==> src/rtl/cia_eclk_bus.sv <==
// cia_eclk_bus: 6800-style E-clock synchronised bus bridge between the CPU and the two CIAs.
module cia_eclk_bus (
  input  logic        clk,
  input  logic        _reset,
  input  logic [9:0]  eclk,
  input  logic        req,
  input  logic        rw,
  input  logic        sel_a,
  input  logic        sel_b,
  input  logic [15:0] cpu_din,
  output logic [15:0] cpu_dout,
  output logic        ack,
  output logic        vma,
  output logic        cia_e,
  output logic        cia_a_sel,
  output logic        cia_b_sel,
  output logic        cia_rw,
  output logic        cia_strobe,
  output logic [7:0]  cia_dout,
  input  logic [7:0]  cia_a_din,
  input  logic [7:0]  cia_b_din
);
  typedef enum logic [1:0] {IDLE, WAIT, ACTIVE, DONE} state_t;
  state_t state, nxt;
  logic enter;
  // dropping req aborts from any state; the E-period start (phase 2) opens the access window
  assign nxt = !req ? IDLE :
               (state == DONE) ? DONE :
               (state == ACTIVE) ? (eclk[9] ? DONE : ACTIVE) :
               (eclk[2] ? ACTIVE : WAIT);
  assign enter = (nxt == ACTIVE) && (state != ACTIVE);
  assign vma = state == ACTIVE;
  assign ack = state == DONE;
  assign cia_e = |eclk[9:6];
  assign cia_strobe = vma & eclk[9] & req;
  always_ff @(posedge clk or negedge _reset)
    if (!_reset) begin
      state     <= IDLE;
      cia_a_sel <= 1'b0;
      cia_b_sel <= 1'b0;
      cia_rw    <= 1'b1;
      cia_dout  <= 8'h00;
      cpu_dout  <= 16'hFFFF;
    end else begin
      state     <= nxt;
      cia_a_sel <= enter ? sel_a : (nxt == ACTIVE) & cia_a_sel;
      cia_b_sel <= enter ? sel_b : (nxt == ACTIVE) & cia_b_sel;
      if (enter) begin
        cia_rw   <= rw;
        cia_dout <= sel_a ? cpu_din[7:0] : cpu_din[15:8];
      end
      // unselected byte lanes float high on the CPU side
      if (cia_strobe && cia_rw)
        cpu_dout <= {cia_b_sel ? cia_b_din : 8'hFF, cia_a_sel ? cia_a_din : 8'hFF};
    end
endmodule

==> config.mk <==
export PLATFORM = sky130hd
export DESIGN_NAME = cia_eclk_bus
export DESIGN_NICKNAME = d
export VERILOG_FILES = /design/src/rtl/cia_eclk_bus.sv
export SDC_FILE = /design/constraint.sdc
export NUM_CORES = 1
export LEC_CHECK = 0
export ABC_AREA = 0
export CORE_AREA = 4 4 64 66
export DETAILED_ROUTE_END_ITERATION = 16
export DIE_AREA = 0 0 68 70
export HOLD_SLACK_MARGIN = 0.03
export PLACE_DENSITY = 0.91
export SYNTH_ARGS = -nofsm -noshare
export SYNTH_HDL_FRONTEND = slang
export SYNTH_SLANG_ARGS = --single-unit
==> constraint.sdc <==
create_clock -name clk -period 2.95 [get_ports clk]
set_clock_uncertainty 0.05 [all_clocks]
set_input_delay 0.4425 -clock clk [delete_from_list [all_inputs] [get_ports clk]]
set_output_delay 0.4425 -clock clk [all_outputs]
set_load 0.02 [all_outputs]
==> results.py <==
metrics = {
    "power": {
        "p_per_area_nw_per_um2": 660,
        "p_total_uw": 1460,
        "peakVddDrop_mv": 0.226,
        "p_leak_uw": 0.000916,
    },
    "route": {
        "postRouteAntennaNets": 0,
        "drcViolationCount": 0,
        "drt-total-wl_mm": 3.21,
        "first_pass_iters": 4,
        "num_vias": 1073,
        "wire_per_inst_microns": 13.7,
        "viasPerCell": 4.59,
        "first_iter_violations": 28,
    },
    "yosys": {
        "synth_edf_count": 0,
        "synth_seq_area_share_pct": 54.7,
        "synthTopCellsByArea": "dfstp_2 33%, dfrtp_1 22%, mux2_4 11%",
        "synth_ff_type": "dfstp_2",
        "yosys.cell_types.count": 21,
        "avgSynthCellArea_sq_um": 12.8,
        "yosys_warnings": 0,
        "syn-num-nets": 155,
        "yosysTopAreaCellShare_pct": 32.7,
        "syn_area_sq_um": 1370,
        "ys_ff_latch": 29,
        "synth_commonest_cells": "17 x dfstp_2, 16 x nand2b_1, 12 x dfrtp_1, 12 x nand2_1, 10 x mux2_4",
        "async_reset_ff_share_pct": 100,
        "yosysTopAreaCell": "dfstp_2",
        "syn_inst": 107,
        "yosysMostFrequentCell": "dfstp_2",
    },
    "die": {
        "core_area_sq_um": 3580,
        "die_x_microns": 68,
        "start_util_pct": 38.2,
        "num_io_pins": 79,
        "dieArea_sq_um": 4760,
        "rows": 22,
        "die_h_microns": 70,
    },
    "clocking": {
        "clockBufferDepth": 2,
        "clkTransAtPathRegs_ps": 90,
        "htreeDepth": 2,
        "cts_made_buffers": 5,
        "cts_resized": 0,
        "tritoncts": "built",
        "cts_setup_buffers": 0,
        "cts_root_buffer": "clkbuf_4",
        "cts_hold_buffers": 0,
        "cts_sinks": 29,
        "worstSkewPairLatency_ps": 320,
    },
    "setup_path": {
        "critPathMaxStageDelay_ps": 550,
        "worstPathMaxFanout": 4,
        "regToRegEndpoint": "cpu_dout[13]$_DFFE_PN1P_",
        "path_buf_inv": 2,
        "worstPathRequired_ps": 2460,
        "worst_setup_path_end_kind": "primary output",
        "r2r_start": "state[0]$_DFF_PN0_",
        "crit_type": "input pin to primary output",
        "rr_worst_depth": 4,
        "crit_path_cell_trace": "clkdlybuf4s50_1 > or4_1 > clkdlybuf4s50_1",
        "rrSetupSlack_ps": 1360,
        "cpMostUsedCell": "clkdlybuf4s50_1",
        "critPathSlowestCell": "clkdlybuf4s50_1",
        "cp_top_family": "buffers and inverters",
        "cp.arrival_ps": 2040,
        "worst_setup_path_start_kind": "input pin",
    },
    "min_path": {
        "min_from": "cia_dout[4]$_DFFE_PN0P_",
        "hold_path_end": "cia_dout[4]$_DFFE_PN0P_",
        "holdCritPathClass": "flip-flop to flip-flop",
        "holdPathStages": 2,
    },
    "placement": {
        "place.gp.congestion": 0.643,
        "port_buffers": 73,
        "dp_hpwl_mm": 2.54,
        "dp_slack_ps": 417,
        "place_area_sq_um": 2150,
    },
    "timing": {
        "finalHoldViolCount": 0,
        "setup_viol": 0,
        "rsz0062_at_grt": "no",
        "timing.slew.headroom_pct": 42.2,
        "period_share_pct": 85.8,
        "fin_ws_ps": 420,
        "max_freq_ghz": 0.395,
        "drv_slew": 0,
        "tightest_slew_ps": 865,
        "min_period_ps": 2530,
        "setup_tns_ps": 0,
    },
    "grt": {
        "grt_pass1_wl_mm": 4.92,
        "grt_start_max_net_pins": 21,
        "grt_pass1_vias": 1032,
        "grtUsageTotal_pct": 14.0,
        "grt_antenna_before_repair": 0,
        "grt-ovfl-total": 0,
    },
    "run": {
        "maxCapViolations": 0,
    },
    "layout": {
        "fill_cells": 284,
        "nets": 233,
        "drive_above_1_share_pct": 24.7,
        "utilization_pct": 61.9,
        "final_cell_area_sq_um": 2220,
        "n_antenna_cell": 0,
        "area_delta_synth_final_pct": 62.2,
    },
    "run_status": {
        "status": "finished clean",
    },
}
state kept, by name (all words and copies together) (netlist names):
name	flops
cia_a_sel	1
cia_dout	8
cia_b_sel	1
cia_rw	1
cpu_dout	16
state	2
cells in the final DEF (no fill, tap or decap), types with 2 or more instances in the layout:
cell / instances
clkdlybuf4s50_1: 73
dfstp_2: 17
nand2b_1: 16
nand2_1: 12
dfrtp_1: 12
mux2_4: 10
o21ai_0: 9
mux2i_1: 8
mux2_2: 7
clkbuf_4: 5
clkinv_2: 2
nor3b_1: 2
a21oi_1: 2
clkbuf_8: 2
worst max-delay path by stage:
stage / startpoint / endpoint / slack [ps] / cells after the start
after detailed placement: eclk[9] / cia_e / 420 / 3
after CTS: eclk[9] / cia_e / 420 / 3
after floorplan: eclk[9] / cia_e / 1380 / 1
after global placement: eclk[9] / cia_e / 430 / 3
final: eclk[9] / cia_e / 420 / 3
after global routing: eclk[9] / cia_e / 370 / 3
metal layers:
layer | global-route usage, % | share of wire (%) | wire [microns] | up-vias
met2 | 22.1 | 45 | 1440 | 64
met3 | 7.88 | 14 | 465 | 5
met1 | 15.9 | 40 | 1270 | 482
met4 | 3.97 | 1.1 | 35 | 0
met5 | 0 | 0 | 0 | -
li1 | - | - | - | 522
worst reg2reg max path, delay by kind of cell, from the launching register on:
kind / cells / cell delay [ps]
flops: 1 / 400
mux: 1 / 420
buf+inv: 1 / 100
simple gates: 2 / 560
kinds of logic (layout without fill, tap and decap cells):
kind of cell    count (synthesis)  count (layout)  synth area share [%]
buf+inv                         4              83                  1.74
compound gates                 12              12                  4.58
flops                          29              29                  54.7
simple gates                   37              37                  16.4
mux                            25              25                  22.6
power breakdown:
group          internal [uW]  leakage (uW)  switching (uW)
Clock                    138     0.0000413             134
Combinational            329      0.000543             242
Sequential               559      0.000331            59.5
Total                   1030      0.000916             436
layout make-up:
cell class / instances / area (sq um) / share of cell area, %
clock buffers: 7 / 65.1 / 2.94
inverters: 1 / 5.00 / 0.226
well taps: 48 / 60.1 / 2.71
repair buffers: 74 / 738 / 33.3
flip-flops and latches: 29 / 747 / 33.7
multi-input cells: 74 / 596 / 26.9
clock inverters: 1 / 5.00 / 0.226
through the flow:
stage / hold slack, ps / cells
2_1_floorplan: 96.9 / 107
3_3_place_gp: 411 / 226
3_5_place_dp: 420 / 226
4_1_cts: 442 / 234
5_1_grt: 452 / 234
6_report: 436 / 234
No activity file was read; power rests on OpenSTA's default activity.
